[config.mk]
export PLATFORM = sky130hd
export DESIGN_NAME = red_pitaya_pwm_meas
export DESIGN_NICKNAME = d
export VERILOG_FILES = /design/src/rtl/red_pitaya_pwm_meas.sv
export SDC_FILE = /design/constraint.sdc
export NUM_CORES = 1
export LEC_CHECK = 0
export CAP_MARGIN = 20
export CORE_UTILIZATION = 35
export CTS_CLUSTER_SIZE = 20
export DETAILED_ROUTE_END_ITERATION = 10
export GPL_TIMING_DRIVEN = 0
export PLACE_DENSITY = 0.57
export REMOVE_ABC_BUFFERS = 1
export SYNTH_ARGS = -nofsm -noshare
export SYNTH_HDL_FRONTEND = slang
export SYNTH_SLANG_ARGS = --single-unit
[constraint.sdc]
create_clock -name clk -period 6.3 [get_ports clk]
set_input_delay 1.575 -clock clk [delete_from_list [all_inputs] [get_ports clk]]
set_output_delay 1.575 -clock clk [all_outputs]
set_load 0.02 [all_outputs]
[src/rtl/red_pitaya_pwm_meas.sv]
// red_pitaya_pwm_meas: measures PWM high time and period accumulated over 2^NPL periods
module red_pitaya_pwm_meas #(
    parameter int CW  = 8,
    parameter int NPL = 4
) (
    input  logic            clk,
    input  logic            rstn,
    input  logic            ena,
    input  logic            pwm_i,
    output logic [CW+NPL-1:0] meas_hi,
    output logic [CW+NPL-1:0] meas_per,
    output logic            meas_vld,
    output logic            stat_tmo
);
    localparam int W = CW + NPL;

    typedef enum logic {IDLE, RUN} state_t;

    state_t         state, state_nx;
    logic           s1, s2, s3;
    logic           rise, start, close, done, tmo;
    logic [CW-1:0]  cnt_per, cnt_hi;
    logic [W-1:0]   acc_per, acc_hi;
    logic [NPL-1:0] pidx;

    always_comb begin
        rise     = s2 & ~s3;
        start    = state == IDLE && ena && rise;
        close    = state == RUN && ena && rise;
        done     = close && pidx == '1;
        // the closing edge beats saturation, so a full-scale period is still legal
        tmo      = state == RUN && ena && !rise && cnt_per == '1;
        state_nx = state;
        if (!ena || tmo)
            state_nx = IDLE;
        else if (start)
            state_nx = RUN;
    end

    always_ff @(posedge clk or negedge rstn) begin
        if (!rstn) begin
            s1       <= 1'b0;
            s2       <= 1'b0;
            s3       <= 1'b0;
            state    <= IDLE;
            cnt_per  <= '0;
            cnt_hi   <= '0;
            acc_per  <= '0;
            acc_hi   <= '0;
            pidx     <= '0;
            meas_hi  <= '0;
            meas_per <= '0;
            meas_vld <= 1'b0;
            stat_tmo <= 1'b0;
        end else begin
            s1       <= pwm_i;
            s2       <= s1;
            s3       <= s2;
            state    <= state_nx;
            meas_vld <= done;
            if (done) begin
                meas_per <= acc_per + {{NPL{1'b0}}, cnt_per};
                meas_hi  <= acc_hi + {{NPL{1'b0}}, cnt_hi};
            end
            if (done)
                stat_tmo <= 1'b0;
            else if (tmo)
                stat_tmo <= 1'b1;
            // the edge cycle itself is the first cycle of the new period
            if (start || close) begin
                cnt_per <= CW'(1);
                cnt_hi  <= CW'(1);
            end else if (state == RUN && state_nx == RUN) begin
                cnt_per <= cnt_per + CW'(1);
                cnt_hi  <= cnt_hi + {{(CW-1){1'b0}}, s2};
            end else begin
                cnt_per <= '0;
                cnt_hi  <= '0;
            end
            if (start || done || state_nx == IDLE) begin
                acc_per <= '0;
                acc_hi  <= '0;
                pidx    <= '0;
            end else if (close) begin
                acc_per <= acc_per + {{NPL{1'b0}}, cnt_per};
                acc_hi  <= acc_hi + {{NPL{1'b0}}, cnt_hi};
                pidx    <= pidx + NPL'(1);
            end
        end
    end
endmodule
After elaboration in Yosys (flattened, before gate mapping)
Index checks and enable logic that the tools add are counted.
W data, S select, Z words.
- bitwise operators: 4
- reduce and logical (&&, ||, !) cells: 16
- add/subtract/negate cells: 5
- mux-type cells: 14
- eq/ne operators: 2
- operators with widths (cell ; number):
    $mux W12 ; 4
    $mux W8 ; 4
    $add A12 B8 Y12 ; 2
    $add A8 B1 Y8 ; 1
    $add A8 B1 Y8 const B ; 1
    $eq A8 B8 Y1 const B ; 1
    $logic_and A1 B1 Y1 ; 8
    $mux W4 ; 2
    $add A4 B1 Y4 const B ; 1
    $eq A4 B4 Y1 const B ; 1
    $logic_or A1 B1 Y1 ; 4
    $mux W1 ; 4
    $reduce_bool A2 Y1 ; 2
    $not A1 Y1 ; 3
    $logic_not A1 Y1 ; 2
    $and A1 B1 Y1 ; 1
- logic and storage cells: 54
- output and inout port bits: 26
- bits in registers: 74
- bits of input ports: 4

Longest topological paths before layout
- depth in word-level cells: 10
- mapped depth: 8
- gate-level depth less buffers: 7

Worst setup path before layout
No wires, ideal clock.
- path type: input to register
- start point: input ena
- end point: register meas_hi[7]
- slack: 3691 ps
- library setup time: 125 ps
- data required time: 6175 ps
- stages on the path: 4
- buffers on the path: 0
- arrival: 2484 ps
- cell sequence: and3_1 nand4_1 inv_1 mux2_2
- longest elaborated chain between the ends: 3
- RTL lines (item ; RTL line ; RTL):
    start, declared ; 8 ; input logic ena,
    $logic_and A1 B1 Y1 (2 in a row) ; 29 ; close = state == RUN && ena && rise;
    $logic_and A1 B1 Y1 ; 30 ; done = close && pidx == '1;
    end signal, assigned ; 63 ; meas_hi <= acc_hi + {{NPL{1'b0}}, cnt_hi};
    end, declared ; 10 ; output logic [CW+NPL-1:0] meas_hi,
Every way passes these cells.
A chain may end at the register's enable or synchronous reset.

Worst setup path after layout
- start point: input ena
- end point: register meas_per[7]
- longest elaborated chain between the ends: 3
- RTL lines (item ; RTL line ; RTL):
    $logic_and A1 B1 Y1 (2 in a row) ; 29 ;
    $logic_and A1 B1 Y1 ; 30 ;
    end signal, assigned ; 62 ; meas_per <= acc_per + {{NPL{1'b0}}, cnt_per};
    end, declared ; 11 ; output logic [CW+NPL-1:0] meas_per,
Every way passes these cells.

==> qor.csv <==
stage;metric;value;unit
synthesis;ys flop type;dfrtp_1;
finish;area of the multi-input gates;1745;µm²
run_status;status;complete, no violations;
cts;clock root buffer;clkbuf_8;
place;dpl hpwl;5.074;mm
cts;Skew-Pair Late Insertion Delay;0.35;ns
worst_setup_path;Crit. End Element;flip-flop;
detailed_routing;Detailed Route Iter0 Violations;74;
synthesis;EDFF count, synth;0;
worst_setup_path;slowest stage delay, CP;0.57;ns
cts;H-tree levels;3;
detailed_routing;DR vias/cell;4.979;
power;Leak;2.047;nW
sta;min Tclk post-route;4.015;ns
finish;share of layout cells above drive strength 1;5.570;%
detailed_routing;DR DRC count;0;
worst_setup_path;crit path max fanout;22;
synthesis;count of cell types in the netlist;38;
grt;first-pass GRT wire length;12.98;mm
detailed_routing;antenna-violating nets left;0;
worst_setup_path;startpoint types;primary input;
cts;post-cts resize count;0;
finish;fin nets;416;
cts;Worst-path clk slew;0.07;ns
sta;Final Max Slew Viols;0;
synthesis;Avg Cell Area, Syn;10.30;µm²
cts;CTS Buf Count;9;
synthesis;fraction of registers with async set/reset;100.0;%
finish;area delta synth->final;18.24;%
grt;largest net degree at the start of global routing;61;
floorplanning;core area;10280;µm²
sta;final hold vios;0;
sta;hold_ws;0.3557;ns
cts;total clock sinks;74;
worst_setup_path;WP data arrival;4.24;ns
sta;worst clock skew;0.009915;ns
worst_setup_path;worst-path cell chain;clkdlybuf4s50_1 > and3_1 > nand4_1 > buf_8 > inv_1 > mux2_2;
floorplanning;io pins;30;
finish;layout filler cell count;1010;
grt;gr usage total;15.02;%
sta;period utilization;63.72;%
synthesis;Synth Register Bits;74;
sta;worst slew pin tran;1.025;ns
cts;Hold-fix buffers, CTS;0;
worst_setup_path;Crit-path slowest cell;nand4_1;
sta;RSZ-0062 raised after global routing;false;
grt;antenna violations before repair;0;
hold_path;HP Class;reg -> reg;
sta;Final WS setup;2.285;ns
place;pre-CTS setup slack;1.867;ns
synthesis;post-synth top area share;50.08;%
power;worst vdd ir;0.0001083;V
worst_setup_path;Bufs and invs on worst path;3;
synthesis;Area contributors post-synth;dfrtp_1, ha_1, nand2_1, xnor2_1, a22o_1;
finish;FF/Latch Area;1852;µm²
detailed_routing;drt total wl;7.440;mm
worst_setup_path;critical path type;in -> reg;
power;pwr dens;218.7;nW/µm²
floorplanning;Die Ht;104.8;µm
synthesis;Syn. warnings;0;
floorplanning;die area;10980;µm²
detailed_routing;Vias;2644;
cts;setup bufs post-CTS;0;
finish;antenna cells;0;
detailed_routing;router iterations before antenna repair;4;
sta;worst relative slew slack;31.67;%
synthesis;synthesized area;3697;µm²
power;Tot Pwr;0.9560;mW
cts;CTS tree;done;
synthesis;sequential area share after synthesis;50.08;%
floorplanning;Die W;104.8;µm
flow_run;MaxCap Viol Count;0;
place;GP Congestion;0.7976;
floorplanning;row count;37;
sta;Final Setup Violations;0;
sta;Achievable Freq;249.1;MHz
detailed_routing;Wirelength per Cell;14.01;µm
cts;Max clock buf depth;2;
floorplanning;initial core utilization;35.98;%
grt;Overflow after GRT;0;
worst_setup_path;CP delay by family, top;buffers and inverters;
synthesis;Synth Instances;359;
worst_setup_path;Crit path required time;6.52;ns
place;I/O Buffers;29;
finish;Layout Utilization;42.54;%
grt;vias in the first global route;2658;
sta;Setup Total Neg Slack;0;ns
synthesis;post-synth top area cell;dfrtp_1;
state kept, by name (all words and copies together) (netlist names):
| signal | count |
|---|---|
| s2 | 1 |
| pidx | 4 |
| state | 1 |
| meas_hi | 12 |
| cnt_hi | 8 |
| acc_hi | 12 |
| meas_vld | 1 |
| s3 | 1 |
| cnt_per | 8 |
| acc_per | 12 |
| stat_tmo | 1 |
| s1 | 1 |
| meas_per | 12 |
routing by layer:
metal	GRT usage [%]	share of wire [%]	vias up
met3	3.493	2.8	9
met5	0	0	-
met2	24.27	47	38
met1	19.67	49	1276
met4	5.433	1.4	0
li1	-	-	1321
per-stage QoR:
step           std cells  area (µm²)
6_report             531        4372
2_1_floorplan        348        3627
3_5_place_dp         515        4128
4_1_cts              531        4372
5_1_grt              531        4372
3_3_place_gp         513        4088
worst reg2reg max path: stages (launching register included):
cell and delay [ns]:
dfrtp_1 0.35, and2b_1 0.24, and3_1 0.25, nand4_1 0.57, buf_8 0.39, inv_1 0.49, mux2_2 0.41
cell usage in the layout, fill, tap and decap left out, drive strengths merged, types with 4 or more instances in the layout:
master,Yosys,routed
xnor2,17,17
o21ai,30,30
nand3,11,11
o2111ai,4,4
nand2,62,62
a22o,15,15
nor2,13,13
xor2,15,15
o211ai,8,8
ha,20,20
a21oi,23,23
inv,8,8
clkdlybuf4s50,0,28
clkbuf,3,12
or3,7,7
a211oi,4,4
and3,4,4
a21o,8,8
dfrtp,74,74
cell usage after synthesis, types with 7 or more instances:
cell type / number
dfrtp_1: 74
nand2_1: 62
a21oi_1: 23
o21ai_0: 23
ha_1: 20
xnor2_1: 17
a22o_1: 15
xor2_1: 15
nor2_1: 13
nand3_1: 10
a21o_1: 8
inv_1: 8
o211ai_1: 8
o21ai_1: 7
path summary, 6_finish.rpt:
check | startpoint | to | slack, ns | cells after the start
worst max register to register | s3 | meas_per[7] | 3.47 | 6
worst max-delay path | ena | meas_per[7] | 2.29 | 6
worst min register to register | s1 | s2 | 0.36 | 0
worst min-delay path | s1 | s2 | 0.36 | 0
min in group asynchronous | rstn | meas_hi[2] | 1.08 | 1
max in group asynchronous | rstn | meas_per[7] | 4.65 | 2
final cells by class:
class / instances / share of cell area, %
clock buffer: 12 / 3.320
clock inverter: 4 / 2.261
inverter: 8 / 0.6869
multi-input combinational: 266 / 39.93
sequential: 74 / 42.36
tap: 136 / 3.892
timing repair buffer: 31 / 7.556
power by group:
group | total [mW] | leakage [nW] | internal (mW) | switching, mW
combinational | 0.0248 | 0.901 | 0.00710 | 0.0177
clock | 0.452 | 0.121 | 0.275 | 0.176
sequential | 0.479 | 1.02 | 0.477 | 0.00229
kinds of logic (layout without fill, tap and decap cells):
group           count (synthesis)  after routing  synth area share (%)
flops                          74             74                 50.08
simple gates                  112            112                 13.98
compound gates                 95             95                 16.38
buf+inv                        19             55                 2.707
mux                             5              5                 1.421
fa+ha+maj                      22             22                 7.851
xor+xnor                       32             32                 7.580
No activity file was read; power rests on OpenSTA's default activity.
